## src/rtl/cd_host_comm_pkg.sv

```systemverilog
// ---------------------------------------------------------------------------
// cd_pkg : shared definitions for the CDD host-side link.
//   NIBBLE_COUNT    : nibbles per status / command frame
//   REG_FLAGS       : register index of the flag/status word
//   ST_* / cd_host_state_t : host FSM encodings (fixed legacy values)
//   cd_nibble_csum  : frame checksum, ~(sum + 5) truncated to a nibble
// ---------------------------------------------------------------------------
package cd_pkg;

  localparam int unsigned NIBBLE_COUNT = 10;
  localparam logic [3:0]  REG_FLAGS    = 4'd10;

  localparam logic [2:0] ST_IDLE      = 3'd0;
  localparam logic [2:0] ST_S_WAIT_LO = 3'd1;
  localparam logic [2:0] ST_S_HOCK_HI = 3'd2;
  localparam logic [2:0] ST_S_WAIT_HI = 3'd3;
  localparam logic [2:0] ST_C_SETUP   = 3'd4;
  localparam logic [2:0] ST_C_HOCK_HI = 3'd5;
  localparam logic [2:0] ST_C_HOCK_LO = 3'd6;
  localparam logic [2:0] ST_DONE      = 3'd7;

  typedef enum logic [2:0] {
    IDLE      = ST_IDLE,
    S_WAIT_LO = ST_S_WAIT_LO,
    S_HOCK_HI = ST_S_HOCK_HI,
    S_WAIT_HI = ST_S_WAIT_HI,
    C_SETUP   = ST_C_SETUP,
    C_HOCK_HI = ST_C_HOCK_HI,
    C_HOCK_LO = ST_C_HOCK_LO,
    DONE      = ST_DONE
  } cd_host_state_t;

  // Checksum nibble over an 8-bit accumulated sum of nibbles 0..8.
  function automatic logic [3:0] cd_nibble_csum(input logic [7:0] sum);
    logic [7:0] t;
    t = ~(sum + 8'd5);
    return t[3:0];
  endfunction

endpackage

```

## src/rtl/cd_host_comm_if.sv

```systemverilog
// ---------------------------------------------------------------------------
// cd_host_comm_if : CDD link + CD controller register bus bundle.
//   CDD link : CD_nIRQ, CDCK, CDD_DOUT (from CDD), HOCK, CDD_DIN (to CDD)
//   Reg bus  : REG_WE, REG_ADDR, REG_WDATA (in), REG_RDATA (out)
//   Status   : FRAME_DONE (exchange complete pulse), BUSY
//   modport master : the host block (cd_host_comm)
//   modport slave  : the CDD / CPU side
// ---------------------------------------------------------------------------
interface cd_host_comm_if;
  import cd_pkg::*;

  logic       CD_nIRQ;
  logic       CDCK;
  logic [3:0] CDD_DOUT;
  logic       HOCK;
  logic [3:0] CDD_DIN;
  logic       REG_WE;
  logic [3:0] REG_ADDR;
  logic [3:0] REG_WDATA;
  logic [3:0] REG_RDATA;
  logic       FRAME_DONE;
  logic       BUSY;

  modport master (
    input  CD_nIRQ, CDCK, CDD_DOUT, REG_WE, REG_ADDR, REG_WDATA,
    output HOCK, CDD_DIN, REG_RDATA, FRAME_DONE, BUSY
  );

  modport slave (
    output CD_nIRQ, CDCK, CDD_DOUT, REG_WE, REG_ADDR, REG_WDATA,
    input  HOCK, CDD_DIN, REG_RDATA, FRAME_DONE, BUSY
  );

endinterface

```

## src/rtl/cd_host_comm_sync2.sv

```systemverilog
// ---------------------------------------------------------------------------
// cd_sync2 : 2-flop synchronizer into the CLK_12M domain.
//   CLK_12M : destination clock
//   nRESET  : asynchronous active-low reset, flops load RST_VAL
//   i_d     : asynchronous input (WIDTH bits)
//   o_q     : synchronized output
// ---------------------------------------------------------------------------
module cd_sync2
  import cd_pkg::*;
#(
  parameter int unsigned      WIDTH   = 1,
  parameter logic [WIDTH-1:0] RST_VAL = '0
) (
  input  logic             CLK_12M,
  input  logic             nRESET,
  input  logic [WIDTH-1:0] i_d,
  output logic [WIDTH-1:0] o_q
);

  logic [WIDTH-1:0] r_meta;
  logic [WIDTH-1:0] r_sync;

  always_ff @(posedge CLK_12M or negedge nRESET) begin
    if (!nRESET) begin
      r_meta <= RST_VAL;
      r_sync <= RST_VAL;
    end else begin
      r_meta <= i_d;
      r_sync <= r_meta;
    end
  end

  assign o_q = r_sync;

endmodule

```

## src/rtl/cd_host_comm.sv

```systemverilog
// ---------------------------------------------------------------------------
// cd_host_comm : host-side master for the CDD nibble protocol.
// On each CDD IRQ it reads a 10-nibble status frame (CDCK-paced handshake
// on HOCK) and then writes the 10-nibble command frame (purely timed).
// Command/status buffers are visible on a small register bus.
//
// Ports:
//   CLK_12M : system clock
//   nRESET  : asynchronous active-low reset
//   bus     : cd_host_comm_if.master (CDD link, register bus, FRAME_DONE, BUSY)
//
// Register map: 0-9 write CMD[n] / read STATUS[n];
//               10 read {0, CSUM_ERR, TO_ERR, BUSY}, write bit0=1 clears flags;
//               11-15 read 0, writes ignored.
//
// Build option: CD_CHECKSUM_EN -- when defined, command nibble 9 is replaced
// by the checksum of nibbles 0..8 and received status nibble 9 is verified
// (CSUM_ERR). When undefined, CMD[9] is sent verbatim and CSUM_ERR reads 0.
// ---------------------------------------------------------------------------
module cd_host_comm
  import cd_pkg::*;
#(
  parameter int unsigned HOLD_CYC    = 144,
  parameter int unsigned TIMEOUT_CYC = 4095
) (
  input  logic           CLK_12M,
  input  logic           nRESET,
  cd_host_comm_if.master bus
);

  localparam int unsigned HW = (HOLD_CYC > 1) ? $clog2(HOLD_CYC) : 1;
  localparam int unsigned TW = $clog2(TIMEOUT_CYC + 1);
  localparam logic [HW-1:0] HOLD_LOAD = HW'(HOLD_CYC - 1);
  localparam logic [TW-1:0] TO_LIMIT  = TW'(TIMEOUT_CYC);
  localparam logic [3:0]    LAST_IDX  = 4'(NIBBLE_COUNT - 1);

  // Synchronized CDD inputs
  logic       w_irq;
  logic       w_cdck;
  logic [3:0] w_dout;

  // nIRQ idles high; resetting its synchronizer high avoids a false edge.
  cd_sync2 #(.WIDTH(1), .RST_VAL(1'b1)) u_sync_irq (
    .CLK_12M (CLK_12M),
    .nRESET  (nRESET),
    .i_d     (bus.CD_nIRQ),
    .o_q     (w_irq)
  );

  cd_sync2 #(.WIDTH(1), .RST_VAL(1'b0)) u_sync_cdck (
    .CLK_12M (CLK_12M),
    .nRESET  (nRESET),
    .i_d     (bus.CDCK),
    .o_q     (w_cdck)
  );

  cd_sync2 #(.WIDTH(4), .RST_VAL(4'h0)) u_sync_dout (
    .CLK_12M (CLK_12M),
    .nRESET  (nRESET),
    .i_d     (bus.CDD_DOUT),
    .o_q     (w_dout)
  );

  cd_host_state_t r_state;
  logic [3:0]     r_idx;
  logic [HW-1:0]  r_hold;
  logic [TW-1:0]  r_wait;
  logic           r_holding;
  logic           r_irq_d;
  logic           r_hock;
  logic [3:0]     r_din;
  logic           r_frame_done;
  logic           r_busy;
  logic           r_to_err;
  logic [3:0]     r_cmd    [NIBBLE_COUNT];
  logic [3:0]     r_status [NIBBLE_COUNT];

  logic       w_irq_fall;
  logic       w_flags_clr;
  logic       w_cmd_wr;
  logic       w_wait_exp;
  logic [3:0] w_cmd_nibble;
  logic       w_csum_err;

  assign w_irq_fall  = r_irq_d & ~w_irq;
  assign w_cmd_wr    = bus.REG_WE && (bus.REG_ADDR < REG_FLAGS);
  assign w_flags_clr = bus.REG_WE && (bus.REG_ADDR == REG_FLAGS) && bus.REG_WDATA[0];
  assign w_wait_exp  = (r_wait == TO_LIMIT);

`ifdef CD_CHECKSUM_EN
  logic       r_csum_err;
  logic [7:0] w_cmd_sum;
  logic [7:0] w_stat_sum;

  always_comb begin
    w_cmd_sum  = '0;
    w_stat_sum = '0;
    for (int unsigned i = 0; i < NIBBLE_COUNT - 1; i++) begin
      w_cmd_sum  = w_cmd_sum  + {4'h0, r_cmd[i]};
      w_stat_sum = w_stat_sum + {4'h0, r_status[i]};
    end
  end

  assign w_cmd_nibble = (r_idx == LAST_IDX) ? cd_nibble_csum(w_cmd_sum) : r_cmd[r_idx];
  assign w_csum_err   = r_csum_err;
`else
  assign w_cmd_nibble = r_cmd[r_idx];
  assign w_csum_err   = 1'b0;
`endif

  always_ff @(posedge CLK_12M or negedge nRESET) begin
    if (!nRESET) begin
      r_state      <= IDLE;
      r_idx        <= '0;
      r_hold       <= '0;
      r_wait       <= '0;
      r_holding    <= 1'b0;
      r_irq_d      <= 1'b1;
      r_hock       <= 1'b0;
      r_din        <= '0;
      r_frame_done <= 1'b0;
      r_busy       <= 1'b0;
      r_to_err     <= 1'b0;
`ifdef CD_CHECKSUM_EN
      r_csum_err   <= 1'b0;
`endif
      for (int unsigned i = 0; i < NIBBLE_COUNT; i++) begin
        r_cmd[i]    <= '0;
        r_status[i] <= '0;
      end
    end else begin
      r_irq_d      <= w_irq;
      r_frame_done <= 1'b0;

      if (w_cmd_wr) begin
        r_cmd[bus.REG_ADDR] <= bus.REG_WDATA;
      end

      unique case (r_state)
        IDLE: begin
          if (w_irq_fall) begin
            r_idx     <= '0;
            r_busy    <= 1'b1;
            r_holding <= 1'b0;
            r_wait    <= '0;
            r_state   <= S_WAIT_LO;
          end
        end

        // Wait for CDCK low (data valid), then settle HOLD_CYC cycles.
        S_WAIT_LO: begin
          if (r_holding) begin
            if (r_hold == '0) begin
              r_holding <= 1'b0;
              r_state   <= S_HOCK_HI;
            end else begin
              r_hold <= r_hold - HW'(1);
            end
          end else if (!w_cdck) begin
            r_holding <= 1'b1;
            r_hold    <= HOLD_LOAD;
          end else if (w_wait_exp) begin
            r_to_err  <= 1'b1;
            r_hock    <= 1'b0;
            r_busy    <= 1'b0;
            r_state   <= IDLE;
          end else begin
            r_wait <= r_wait + TW'(1);
          end
        end

        S_HOCK_HI: begin
          r_hock  <= 1'b1;
          r_wait  <= '0;
          r_state <= S_WAIT_HI;
        end

        // Wait for CDCK high, latch the nibble, drop HOCK and settle.
        S_WAIT_HI: begin
          if (r_holding) begin
            if (r_hold == '0) begin
              r_holding <= 1'b0;
              if (r_idx == LAST_IDX) begin
                r_idx   <= '0;
                r_hold  <= HOLD_LOAD;
                r_state <= C_SETUP;
              end else begin
                r_idx   <= r_idx + 4'd1;
                r_wait  <= '0;
                r_state <= S_WAIT_LO;
              end
            end else begin
              r_hold <= r_hold - HW'(1);
            end
          end else if (w_cdck) begin
            r_status[r_idx] <= w_dout;
            r_hock          <= 1'b0;
            r_holding       <= 1'b1;
            r_hold          <= HOLD_LOAD;
`ifdef CD_CHECKSUM_EN
            if ((r_idx == LAST_IDX) && (w_dout != cd_nibble_csum(w_stat_sum))) begin
              r_csum_err <= 1'b1;
            end
`endif
          end else if (w_wait_exp) begin
            r_to_err  <= 1'b1;
            r_hock    <= 1'b0;
            r_busy    <= 1'b0;
            r_holding <= 1'b0;
            r_state   <= IDLE;
          end else begin
            r_wait <= r_wait + TW'(1);
          end
        end

        // Nibble is captured on the entry cycle only, so CDD_DIN is stable
        // for the whole setup window before HOCK rises.
        C_SETUP: begin
          if (r_hold == HOLD_LOAD) begin
            r_din <= w_cmd_nibble;
          end
          if (r_hold == '0) begin
            r_hock  <= 1'b1;
            r_hold  <= HOLD_LOAD;
            r_state <= C_HOCK_HI;
          end else begin
            r_hold <= r_hold - HW'(1);
          end
        end

        C_HOCK_HI: begin
          if (r_hold == '0) begin
            r_hock  <= 1'b0;
            r_hold  <= HOLD_LOAD;
            r_state <= C_HOCK_LO;
          end else begin
            r_hold <= r_hold - HW'(1);
          end
        end

        C_HOCK_LO: begin
          if (r_hold == '0) begin
            if (r_idx == LAST_IDX) begin
              r_state <= DONE;
            end else begin
              r_idx   <= r_idx + 4'd1;
              r_hold  <= HOLD_LOAD;
              r_state <= C_SETUP;
            end
          end else begin
            r_hold <= r_hold - HW'(1);
          end
        end

        DONE: begin
          r_frame_done <= 1'b1;
          r_busy       <= 1'b0;
          r_state      <= IDLE;
        end

        default: begin
          r_hock  <= 1'b0;
          r_busy  <= 1'b0;
          r_state <= IDLE;
        end
      endcase

      // Flag clear overrides any flag set in the same cycle.
      if (w_flags_clr) begin
        r_to_err   <= 1'b0;
`ifdef CD_CHECKSUM_EN
        r_csum_err <= 1'b0;
`endif
      end
    end
  end

  always_comb begin
    bus.REG_RDATA = '0;
    if (bus.REG_ADDR < REG_FLAGS) begin
      bus.REG_RDATA = r_status[bus.REG_ADDR];
    end else if (bus.REG_ADDR == REG_FLAGS) begin
      bus.REG_RDATA = {1'b0, w_csum_err, r_to_err, r_busy};
    end
  end

  assign bus.HOCK       = r_hock;
  assign bus.CDD_DIN    = r_din;
  assign bus.FRAME_DONE = r_frame_done;
  assign bus.BUSY       = r_busy;

endmodule

```

## src/flat_wrapper.sv

```systemverilog
// flat-port wrapper written by rule: the top's interface ports become plain ports
module cd_host_comm_flat import cd_pkg::*;
#(
  parameter int unsigned HOLD_CYC    = 144,
  parameter int unsigned TIMEOUT_CYC = 4095
)
  (CLK_12M, nRESET, bus_CD_nIRQ, bus_CDCK, bus_CDD_DOUT, bus_REG_WE, bus_REG_ADDR, bus_REG_WDATA, bus_HOCK, bus_CDD_DIN, bus_REG_RDATA, bus_FRAME_DONE, bus_BUSY);
  cd_host_comm_if bus_i ();
  input  logic CLK_12M;
  input  logic nRESET;
  input wire logic [$bits(bus_i.CD_nIRQ)-1:0] bus_CD_nIRQ;
  input wire logic [$bits(bus_i.CDCK)-1:0] bus_CDCK;
  input wire logic [$bits(bus_i.CDD_DOUT)-1:0] bus_CDD_DOUT;
  input wire logic [$bits(bus_i.REG_WE)-1:0] bus_REG_WE;
  input wire logic [$bits(bus_i.REG_ADDR)-1:0] bus_REG_ADDR;
  input wire logic [$bits(bus_i.REG_WDATA)-1:0] bus_REG_WDATA;
  output wire logic [$bits(bus_i.HOCK)-1:0] bus_HOCK;
  output wire logic [$bits(bus_i.CDD_DIN)-1:0] bus_CDD_DIN;
  output wire logic [$bits(bus_i.REG_RDATA)-1:0] bus_REG_RDATA;
  output wire logic [$bits(bus_i.FRAME_DONE)-1:0] bus_FRAME_DONE;
  output wire logic [$bits(bus_i.BUSY)-1:0] bus_BUSY;
  assign bus_i.CD_nIRQ = bus_CD_nIRQ;
  assign bus_i.CDCK = bus_CDCK;
  assign bus_i.CDD_DOUT = bus_CDD_DOUT;
  assign bus_i.REG_WE = bus_REG_WE;
  assign bus_i.REG_ADDR = bus_REG_ADDR;
  assign bus_i.REG_WDATA = bus_REG_WDATA;
  assign bus_HOCK = bus_i.HOCK;
  assign bus_CDD_DIN = bus_i.CDD_DIN;
  assign bus_REG_RDATA = bus_i.REG_RDATA;
  assign bus_FRAME_DONE = bus_i.FRAME_DONE;
  assign bus_BUSY = bus_i.BUSY;
  cd_host_comm #(.HOLD_CYC(HOLD_CYC), .TIMEOUT_CYC(TIMEOUT_CYC)) u_core (.CLK_12M(CLK_12M), .nRESET(nRESET), .bus(bus_i));
endmodule
```

## config.mk

```make
export PLATFORM = sky130hd
export DESIGN_NAME = cd_host_comm_flat
export DESIGN_NICKNAME = d
export VERILOG_FILES = /design/src/rtl/cd_host_comm_pkg.sv /design/src/rtl/cd_host_comm_if.sv /design/src/rtl/cd_host_comm_sync2.sv /design/src/rtl/cd_host_comm.sv /design/src/flat_wrapper.sv
export SDC_FILE = /design/constraint.sdc
export NUM_CORES = 1
export LEC_CHECK = 0
export ABC_AREA = 1
export BUFFER_PORTS_ARGS = -buffer_cell sky130_fd_sc_hd__buf_2
export CAP_MARGIN = 30
export CORE_MARGIN = 2
export CORE_UTILIZATION = 66
export CTS_CLUSTER_DIAMETER = 150
export CTS_CLUSTER_SIZE = 12
export DETAILED_ROUTE_END_ITERATION = 8
export PLACE_DENSITY = 0.87
export SYNTH_ARGS = -nofsm -noshare
export SYNTH_HDL_FRONTEND = slang
export SYNTH_SLANG_ARGS = --single-unit
```

## constraint.sdc

```tcl
create_clock -name CLK_12M -period 3.11 [get_ports CLK_12M]
set_clock_uncertainty 0.2 [all_clocks]
set_input_delay 0.622 -clock CLK_12M [delete_from_list [all_inputs] [get_ports CLK_12M]]
set_output_delay 0.622 -clock CLK_12M [all_outputs]
set_load 0.01 [all_outputs]
```

# --- After elaboration in Yosys (flattened, before gate mapping) ---
# Cells that the tools add are included.
totals:
  register_bits: 129
  inputBits: 17
  output_inout_bits: 11
  word_cells: 196
op_classes:
  n_addsub: 3
  order_cmp: 5
  n_eq_ne: 36
  muxes: 85
  n_bitwise: 5
  n_reduce_logical: 25
op_table:
  columns: ["operator", "count"]
  rows:
  - ["two-way mux 12 bit", 8]
  - ["bitwise mux 40 bit", 2]
  - ["two-way mux 8 bit", 10]
  - ["two-way mux 4 bit", 13]
  - ["case mux 12 bit (4 select lines)", 1]
  - ["two-way mux 3 bit", 12]
  - ["binary-select mux 4 bit (select 4 bit)", 2]
  - ["demux 4 bit (select 4 bit)", 2]
  - ["case mux 8 bit (4 select lines)", 1]
  - ["two-way mux 1 bit", 26]
  - ["case mux 3 bit (8 select lines)", 1]
  - ["AND reduction 6 bit", 4]
  - ["!= test 3 bit, second input constant", 7]
  - ["!= test 3 x 2 -> 1 bit, second input constant", 6]
  - ["adder 12 x 1 -> 12 bit, second input constant", 1]
  - ["equality test 12 bit, second input constant", 1]
  - ["equality test 3 bit, second input constant", 4]
  - ["!= test 2 x 1 -> 1 bit, second input constant", 6]
  - ["case mux 4 bit (3 select lines)", 1]
  - ["nonzero test 4 bit", 3]
  - ["greater-or-equal comparator 5 bit, second input constant", 2]
  - ["< comparator 5 x 1 -> 1 bit, second input constant", 2]
  - ["!= test 2 bit, second input constant", 5]
  - ["inverter 4 -> 5 bit", 2]
  - ["other kinds (26)", 37]

# --- Logic depth before layout (Yosys ltp) ---
# Gate-level depths: netlist of run 1.
depth:
  ltp_word: 6
  mapped_depth: 12
  ltp_nobuf: 12

# --- Hierarchy ---
# From an unflattened synthesis of run 1, not the netlist that was laid out.
unflattened:
  cells_unflattened: 818
  area_unflattened_um2: 6486.2
by_module_without_submodules:
  columns: ["module", "n_inst", "cells_each", "area_per_inst_um2"]
  rows:
  - ["cd_host_comm", 1, 806, 6183.4]
  - ["cd_sync2 at u_core.u_sync_dout", 1, 8, 200.2]
  - ["cd_sync2 at u_core.u_sync_irq", 1, 2, 52.6]
  - ["cd_sync2 at u_core.u_sync_cdck", 1, 2, 50.0]

# --- Least setup slack after synthesis of run 1 ---
# No wires, ideal clock.
synth_path:
  path_type: "input-to-output"
  from: "input bus_REG_ADDR[0]"
  to: "output bus_REG_RDATA[0]"
  t_arrival_ns: 1.406
  t_required_ns: 2.288
  path_slack_ns: 0.882
  stages: 5
  n_path_buf: 0
  cell_sequence: "nor2_2 > inv_1 > nor2_1 > a22oi_1 > o2111ai_1"
synth_via:
  elab_chain_cells: 5
  elab_cells_between_ends: 8
  cone_classes: "1 x order compare; 1 x eq/ne; 5 x mux; 1 x bitwise"
synth_rtl:
  columns: ["item", "line", "text"]
  rows:
  - ["from (decl)", "flat_wrapper.sv:15", "input wire logic [$bits(bus_i.REG_ADDR)-1:0] bus_REG_ADDR;"]
  - ["inverter 4 -> 5 bit (implied by the code)", "cd_host_comm.sv:281", "bus.REG_RDATA = r_status[bus.REG_ADDR];"]
  - ["binary-select mux 4 bit (select 4 bit)", "cd_host_comm.sv:281", null]
  - ["two-way mux 4 bit (implied by the code) (2 in series)", "cd_host_comm.sv:281", null]
  - ["two-way mux 4 bit (*)", "cd_host_comm.sv:280", "if (bus.REG_ADDR < REG_FLAGS) begin"]
  - ["to (decl)", "flat_wrapper.sv:19", "output wire logic [$bits(bus_i.REG_RDATA)-1:0] bus_REG_RDATA;"]
# Every way passes the cells marked *; elsewhere a longest branch is shown, timed or not. The select of a mux whose other input is x is not followed.

# --- Worst setup path in the final report of run 1 ---
layout_path:
  from: "input bus_REG_ADDR[1]"
  to: "output bus_REG_RDATA[0]"
# The elaborated chain is that of the path after synthesis.

==> impl_metrics.tcl, run 1 <==
set metrics [dict create \
    status "finished, final reports clean" \
    grt_start_max_net_pins 52 \
    grt_pass1_vias 5556 \
    vias_per_cell 5.92 \
    io_buffer_count 27 \
    place_congestion 0.902 \
    cpMaxStageDelayCell "nor2_1" \
    cp.required_ns 2.29 \
    grt_pass1_wl_um 26600 \
    synthCells 802 \
    power.density_nw_per_um2 732 \
    worst_slew_pin_slew_ns 0.783 \
    num_rows 36 \
    postCtsSetupBuffers 0 \
    yosys_most_used_dff "dfrtp_1" \
    yosysSeqAreaShare 0.498 \
    avgSynthCellArea_um2 8.10 \
    fin_area_um2 7430 \
    finalNonFillerCells 996 \
    worst-path-max-fanout 10 \
    hold_viol_final 0 \
    slowest_delay_ns 0.48 \
    start_kind "input port" \
    placedCellCount 957 \
    synth-seq-cells 129 \
    async_flop_share 1.00 \
    synth_edf_count 0 \
    ir_drop_v 0.000522 \
    crit_path_end_kind "output pin" \
    dieArea_um2 10700 \
    cts_tree "yes" \
    period_needed_ns 2.70 \
    min_path_type "reg -> reg" \
    hpwl_um 11000 \
    syn_to_final_growth_pct 14.4 \
    die_h_um 103 \
    clkTransAtPathRegs_ns 0.06 \
    drtIter0Drc 536 \
    cts_sinks 129 \
    path_delay_family "simple AND/OR/NAND/NOR gates" \
    finalCritPeriodShare 0.870 \
    htreeDepth 4 \
    maxSlewViolCount 0 \
    cap_violations 0 \
    routedWlPerCell_um 16.3 \
    root_buffer "clkbuf_8" \
    multi_input_area_um2 2920 \
    path_buf_inv 3 \
    die_w_um 103 \
    setup_violations 0 \
    synth_area_um2 6490 \
    leakagePower_nw 3.63 \
    ios 28 \
    antenna_found_initial 0 \
    fillers 680 \
    firstDrtPassIters 5 \
    crit_arrival_ns 1.88 \
    core_um2 9680 \
    timing.fmax_ghz 0.370 \
    vias 5893 \
    placed_area_um2 6800 \
    drive_gt1_frac 0.131 \
    yosys_warnings 0 \
    grt_overflow 0 \
    rsz0062_at_grt "false" \
    crit_chain "buf_2 > inv_1 > nor2_1 > a22oi_1 > nand2_1 > nand2_1 > o2111ai_1 > buf_2" \
    antenna_left 0 \
    cts_max_path_buffers 2 \
    drc 0 \
    grt_usage 0.330 \
    regArea_um2 3230 \
    fin_setup_tns_ns 0 \
    insertion_delay_ns 0.54 \
    start_util 0.671 \
    final_nets 874 \
    wirelength_um 16300 \
    ys_types 43 \
    antennaDiodeCount 0 \
    relSlewSlack 0.476 \
    syn-num-nets 826 \
    path_class "in -> out" \
    cts_buffers 17 \
]
==> metrics by stage <==
stage	utilization	setup WS [ns]	hold slack, ns	power [mW]
6_report	0.767	0.405	0.150	5.44
5_1_grt	0.767	0.170	0.162	5.73
4_1_cts	0.767	0.428	0.156	5.43
3_5_place_dp	0.702	0.437	0.142	3.54
3_3_place_gp	0.702	0.486	0.131	3.47
2_1_floorplan	-	0.882	0.126	3.18
==> path summary, 6_finish.rpt <==
check / from / endpoint / slack [ns] / cells after the start
setup reg to reg: u_core.r_idx[1]$_DFFE_PN0P_ / u_core.r_wait[1]$_DFFE_PN0P_ / 0.41 / 10
min in group asynchronous: nRESET / u_core.r_status[3]$_DFFE_PN0P_ / 0.44 / 2
setup / recovery: bus_REG_ADDR[1] / bus_REG_RDATA[0] / 0.41 / 8
hold reg to reg: u_core.u_sync_dout.r_meta[0]$_DFF_PN0_ / u_core.u_sync_dout.o_q[0]$_DFF_PN0_ / 0.15 / 0
max in group asynchronous: nRESET / u_core.r_status[16]$_DFFE_PN0P_ / 1.53 / 3
hold / removal: u_core.u_sync_dout.r_meta[0]$_DFF_PN0_ / u_core.u_sync_dout.o_q[0]$_DFF_PN0_ / 0.15 / 0
==> state kept, by name, summed over array words and instances, names as in the netlist, 3 cells and up <==
signal	flops
u_core.bus.CDD_DIN	4
u_core.r_cmd	40
u_core.r_hold	8
u_core.r_idx	4
u_core.r_state	3
u_core.r_status	40
u_core.r_wait	12
u_core.u_sync_dout.o_q	4
u_core.u_sync_dout.r_meta	4
==> cells in the mapped netlist (2+ instances only) <==
cell type / instances / area, um2
nor2_4: 2 / 22.5
nor3_1: 9 / 45.0
nand3_2: 9 / 90.1
nor2_2: 6 / 37.5
dfrtp_1: 126 / 3150
inv_4: 2 / 12.5
buf_2: 2 / 10.0
clkinv_1: 2 / 7.51
nand3_1: 44 / 220
clkbuf_1: 7 / 26.3
nand2_2: 8 / 50.1
nor2_1: 58 / 218
o21ai_1: 40 / 200
buf_4: 2 / 15.0
o211ai_1: 4 / 30.0
xor2_1: 7 / 61.3
nand3b_1: 2 / 15.0
o21ai_0: 85 / 425
inv_2: 7 / 26.3
nand2_1: 240 / 901
xnor2_1: 2 / 17.5
nor3_2: 2 / 20.0
o2111ai_1: 2 / 17.5
o22ai_1: 9 / 56.3
a21oi_1: 13 / 65.1
a22oi_1: 16 / 120
inv_1: 62 / 233
nand4_1: 10 / 62.6
dfstp_2: 3 / 78.8
nand2_4: 2 / 22.5
ha_1: 7 / 87.6
==> final cells by class <==
| class | instances | share of cell area |
|---|---|---|
| Multi-Input combinational cell | 588 | 0.393 |
| Clock inverter | 13 | 0.0173 |
| Clock buffer | 19 | 0.0581 |
| Tap cell | 133 | 0.0224 |
| Inverter | 73 | 0.0375 |
| Sequential cell | 129 | 0.435 |
| Timing Repair Buffer | 41 | 0.0367 |
==> metal layers <==
| metal | wire (um) | global-route usage |
|---|---|---|
| met5 | 0 | 0 |
| met4 | 300 | 0.134 |
| met3 | 1060 | 0.0712 |
| met2 | 8080 | 0.548 |
| met1 | 6820 | 0.425 |
==> placed cells by master, fill, tap and decap left out, types with 3 or more instances in the layout <==
cell / count
dfstp_2: 3
inv_6: 3
a22oi_1: 16
nand3_1: 44
buf_4: 7
o21ai_0: 85
dfrtp_1: 126
nor3_1: 9
nand2_1: 240
nand2_2: 8
buf_2: 26
a21oi_1: 13
ha_1: 7
o211ai_1: 4
inv_2: 7
clkbuf_16: 16
inv_1: 62
clkinvlp_4: 4
clkinv_4: 3
nand4_1: 10
dlygate4sd3_1: 7
o22ai_1: 9
xor2_1: 7
nor2_1: 58
o21ai_1: 40
nand3_2: 9
nor2_2: 6
==> logic make-up after synthesis <==
logic type	after synthesis	share of synthesized area
AO/OA/AOI/OAI	175	0.149
XOR/XNOR	9	0.0121
adder cells (fa/ha/maj)	7	0.0135
buffers and inverters	85	0.0526
flip-flops	129	0.498
AND/OR/NAND/NOR	397	0.275
==> where the power goes <==
group,switching (mW),internal [mW]
clock network,0.784,1.09
registers,0.230,1.93
logic,0.938,0.463
==> worst register-to-register path, delay by kind of cell (launching register included) <==
family / cells / cell delay [ns]
AND/OR/NAND/NOR: 6 / 0.81
flip-flops: 1 / 0.59
adder cells (fa/ha/maj): 1 / 0.36
buffers and inverters: 3 / 0.64
==> what timing repair did <==
action,4_1_cts,5_1_grt
setup endpoints to repair,0,0
hold endpoints to repair,49,0
hold buffers,7,0
gates resized for setup,0,0
Power figures use the tool's default switching activity.
==> run 2, diff against run 1 <==
--- a/config.mk
+++ b/config.mk
@@ -8,6 +8,7 @@
 export ABC_AREA = 1
 export BUFFER_PORTS_ARGS = -buffer_cell sky130_fd_sc_hd__buf_2
 export CAP_MARGIN = 30
+export CORE_ASPECT_RATIO = 0.75
 export CORE_MARGIN = 2
 export CORE_UTILIZATION = 66
 export CTS_CLUSTER_DIAMETER = 150
==> run 2 against run 1 <==
Against the previous run: count of clock-buffer cells in the layout rose by 1; die area barely moved; routed wire length rose by 0.38%; combinational power barely moved; non-clock buffer count fell by 5; register-to-register slack improved by 0.21 ns; cell count fell by 0.60%; via count rose by 0.54%; sequential power barely moved; first-iteration DRC count rose by 28%; setup slack got worse by 0.13 ns; sequential cell count did not move.
==> impl_metrics.tcl, run 2 (synthesis results as in run 1) <==
set metrics [dict create \
    status "finished, final reports clean" \
    clkTransAtPathRegs_ns 0.06 \
    mostFrequentLayoutCell "nand2_1" \
    drtIter0Drc 684 \
    cpMaxStageDelayCell "nor2_1" \
    hpwl_um 11000 \
    hold_viol_final 0 \
    wirelength_um 16300 \
    timing.fmax_ghz 0.353 \
    maxSlewViolCount 0 \
    vias 5925 \
    final_cell_mix "nand2_1, dfrtp_1, o21ai_0" \
    ir_drop_v 0.000480 \
    crit_path_end_kind "output pin" \
    cap_violations 0 \
    htreeDepth 4 \
    vias_per_cell 5.98 \
    slowest_delay_ns 0.34 \
    crit_arrival_ns 2.01 \
    worst_slew_pin_slew_ns 0.780 \
    postCtsSetupBuffers 0 \
    path_buf_inv 3 \
    routedWlPerCell_um 16.5 \
    place_congestion 0.973 \
    die_w_um 119 \
    fin_area_um2 7430 \
    r2r_end "u_core.r_idx[1]$_DFFE_PN0P_" \
    grt_usage 0.325 \
    crit_chain "buf_2 > nor2_2 > inv_1 > nor2_1 > a22oi_1 > o2111ai_1 > buf_2" \
    ff2ff_setup_slack_ns 0.62 \
    largestRegisters "u_core.r_cmd (40), u_core.r_status (40), u_core.r_wait (12)" \
    num_rows 31 \
    crit_top_cell "buf_2" \
    cts_sinks 129 \
    cp.required_ns 2.29 \
    finalCritPeriodShare 0.912 \
    r2r_start "u_core.r_idx[1]$_DFFE_PN0P_" \
    grt_pass1_vias 5627 \
    syn_to_final_growth_pct 14.5 \
    dieArea_um2 10700 \
    cts_tree "yes" \
    firstDrtPassIters 5 \
    ios 28 \
    cts_max_path_buffers 2 \
    leakagePower_nw 3.63 \
    cts_buffers 17 \
    path_class "in -> out" \
    antenna_found_initial 0 \
    core_um2 9620 \
    start_kind "input port" \
    drive_gt1_frac 0.132 \
    ctsHoldBuffers 0 \
    start_util 0.675 \
    min_path_type "in -> async" \
    fin_util 0.773 \
    die_h_um 89.9 \
    placed_area_um2 6820 \
    relSlewSlack 0.478 \
    io_buffer_count 27 \
    path_delay_family "simple AND/OR/NAND/NOR gates" \
    ff2ff_path_depth 10 \
    worst-path-max-fanout 9 \
    root_buffer "clkbuf_16" \
    grt_start_max_net_pins 48 \
    fin_setup_tns_ns 0 \
    antenna_left 0 \
    period_needed_ns 2.84 \
    final_nets 869 \
    placedCellCount 958 \
    power.density_nw_per_um2 766 \
    grt_overflow 0 \
    ctsResizeCount 0 \
    setup_violations 0 \
    finalNonFillerCells 990 \
    drc 0 \
    rsz0062_at_grt "false" \
    grt_pass1_wl_um 27600 \
    insertion_delay_ns 0.42 \
    antennaDiodeCount 0 \
]
-- run 2: per-stage QoR --
step | total power, mW | worst slack, ns | hold slack (ns)
2_1_floorplan | 3.18 | 0.882 | 0.126
3_3_place_gp | 3.49 | 0.433 | 0.132
3_5_place_dp | 3.55 | 0.308 | 0.137
4_1_cts | 5.67 | 0.299 | 0.0301
5_1_grt | 5.98 | 0.169 | 0.0595
6_report | 5.69 | 0.273 | 0.0157
-- run 2: routing by layer --
metal	up-vias	global-route usage	share of wire	wire (um)
li1	2757	-	-	-
met3	35	0.0819	0.070	1140
met4	0	0.102	0.016	254
met5	-	0	0	0
met2	291	0.502	0.47	7660
met1	2842	0.456	0.44	7260
-- run 2: layout make-up --
type | instances | area, um2
clock inverters | 12 | 183
flip-flops and latches | 129 | 3230
multi-input cells | 588 | 2920
well taps | 132 | 165
clock buffers | 20 | 437
repair buffers | 36 | 218
fillers | 683 | 2180
inverters | 73 | 279
-- run 2: worst max-delay path by stage --
stage | start | to | cells past startpoint
floorplan | bus_REG_ADDR[0] | bus_REG_RDATA[0] | 5
global placement | bus_REG_ADDR[0] | bus_REG_RDATA[1] | 7
detailed placement | bus_REG_ADDR[0] | bus_REG_RDATA[1] | 7
CTS | bus_REG_ADDR[0] | bus_REG_RDATA[1] | 7
global route | bus_REG_ADDR[0] | bus_REG_RDATA[1] | 7
finish | bus_REG_ADDR[0] | bus_REG_RDATA[1] | 7
-- run 2: power by group --
part | internal, mW | switching [mW] | leakage [nW]
clock | 1.35 | 0.767 | 0.291
combinational | 0.461 | 0.950 | 1.66
sequential | 1.93 | 0.237 | 1.69
total | 3.74 | 1.95 | 3.63
==> run 3, diff against run 2 <==
--- a/config.mk
+++ b/config.mk
@@ -14,6 +14,7 @@
 export CTS_CLUSTER_DIAMETER = 150
 export CTS_CLUSTER_SIZE = 12
 export DETAILED_ROUTE_END_ITERATION = 8
+export HOLD_SLACK_MARGIN = 0.1
 export PLACE_DENSITY = 0.87
 export SYNTH_ARGS = -nofsm -noshare
 export SYNTH_HDL_FRONTEND = slang
==> run 3 against run 2 <==
Against the previous run: cell count increased by 0.61%; design area up 0.81%; die area stayed put; sequential share of layout area is 0.35 points lower; first-iteration DRC count increased by 7.9%; routed wire length is 0.74% higher; fmax decreased by 0.28%; largest cell class unchanged.
==> impl_metrics.tcl, run 3 (synthesis results as in run 1) <==
set metrics [dict create \
    die_w_um 119 \
    ios 28 \
    grt_start_max_net_pins 48 \
    num_rows 31 \
    timing.fmax_ghz 0.352 \
    start_kind "input port" \
    worstHoldStart "bus_CDD_DOUT[0]" \
    start_util 0.675 \
    worst_slew_pin_slew_ns 0.821 \
    r2r_start "u_core.r_idx[1]$_DFFE_PN0P_" \
    whs_ns 0.116 \
    cts_tree "yes" \
    io_buffer_count 27 \
    dieArea_um2 10700 \
    grt_overflow 0 \
    ir_drop_v 0.000479 \
    min_path_type "in -> reg" \
    final_cell_mix "nand2_1, dfrtp_1, o21ai_0" \
    fin_setup_tns_ns 0 \
    power.density_nw_per_um2 760 \
    total_power_mw 5.69 \
    drive_gt1_frac 0.131 \
    grt_usage 0.325 \
    rsz0062_at_grt "false" \
    firstDrtPassIters 5 \
    leakagePower_nw 3.66 \
    cts_buffers 17 \
    vias_per_cell 6.00 \
    antenna_found_initial 0 \
    routedWlPerCell_um 16.5 \
    antennaDiodeCount 0 \
    antenna_left 0 \
    setup_violations 0 \
    grt_pass1_vias 5647 \
    wirelength_um 16400 \
    regArea_um2 3230 \
    status "finished, final reports clean" \
    drtIter0Drc 738 \
    mostFrequentLayoutCell "nand2_1" \
    met2_usage 0.501 \
    relSlewSlack 0.451 \
    hpwl_um 11000 \
    final_nets 875 \
    die_h_um 89.9 \
    path_class "in -> out" \
    cap_violations 0 \
    multi_input_area_um2 2920 \
    clkTransAtPathRegs_ns 0.06 \
    period_needed_ns 2.84 \
    hold_viol_final 0 \
    htreeDepth 4 \
    cp.required_ns 2.29 \
    place_congestion 0.973 \
    cts_sinks 129 \
    cts_max_path_buffers 2 \
    largestRegisters "u_core.r_cmd (40), u_core.r_status (40), u_core.r_wait (12)" \
    grt_pass1_wl_um 27700 \
    root_buffer "clkbuf_16" \
    met3_usage 0.0812 \
    insertion_delay_ns 0.42 \
    vias 5974 \
    finalCritPeriodShare 0.915 \
    drc 0 \
    maxSlewViolCount 0 \
    core_um2 9620 \
    fillers 670 \
    syn_to_final_growth_pct 15.4 \
    postCtsSetupBuffers 0 \
    crit_path_end_kind "output pin" \
    grt.met1_usage 0.458 \
    worst-path-max-fanout 9 \
    cp-startpoint "bus_REG_ADDR[0]" \
    crit_arrival_ns 2.02 \
    top_usage_layer "met2" \
]
[run 3: metal layers]
layer	vias up	routed length, um
met2	314	7790
met3	30	1250
met5	-	0
met1	2857	7190
met4	0	207
li1	2773	-
[run 3: critical path: stages]
cell and delay [ns]:
buf_2 0.14, nor2_2 0.31, inv_1 0.12, nor2_1 0.34, a22oi_1 0.13, o2111ai_1 0.16, buf_2 0.18
[run 3: worst paths after layout]
path | end | slack [ns] | depth (start not counted)
max | bus_REG_RDATA[1] | 0.27 | 7
min | u_core.u_sync_dout.r_meta[0]$_DFF_PN0_ | 0.12 | 1
max reg2reg | u_core.r_idx[1]$_DFFE_PN0P_ | 0.59 | 10
min reg2reg | u_core.u_sync_dout.o_q[3]$_DFF_PN0_ | 0.15 | 0
max in group asynchronous | u_core.r_cmd[19]$_DFFE_PN0P_ | 1.41 | 3
min in group asynchronous | u_core.r_wait[8]$_DFFE_PN0P_ | 0.57 | 2
[run 3: repair_timing]
item	in CTS	in global routing
gates resized for setup	0	0
endpoints found under the setup margin	0	0
hold buffers	4	2
endpoints found under the hold margin	44	2
[run 3: where the power goes]
group	internal [mW]	switching [mW]
combinational	0.466	0.953
sequential	1.93	0.235
clock	1.35	0.764
[run 3: layout make-up]
type | count | area share
multi-input cells | 588 | 0.390
well taps | 132 | 0.0220
inverters | 73 | 0.0372
clock inverters | 12 | 0.0244
repair buffers | 42 | 0.0371
clock buffers | 20 | 0.0583
flip-flops and latches | 129 | 0.431
[run 3: metrics by stage]
stage,utilization,instances,setup WS (ns),cell area (um2)
5_1_grt,0.779,996,0.169,7490
3_5_place_dp,0.709,958,0.308,6820
2_1_floorplan,-,802,0.882,6490
6_report,0.779,996,0.265,7490
3_3_place_gp,0.709,958,0.433,6820
4_1_cts,0.777,994,0.299,7470
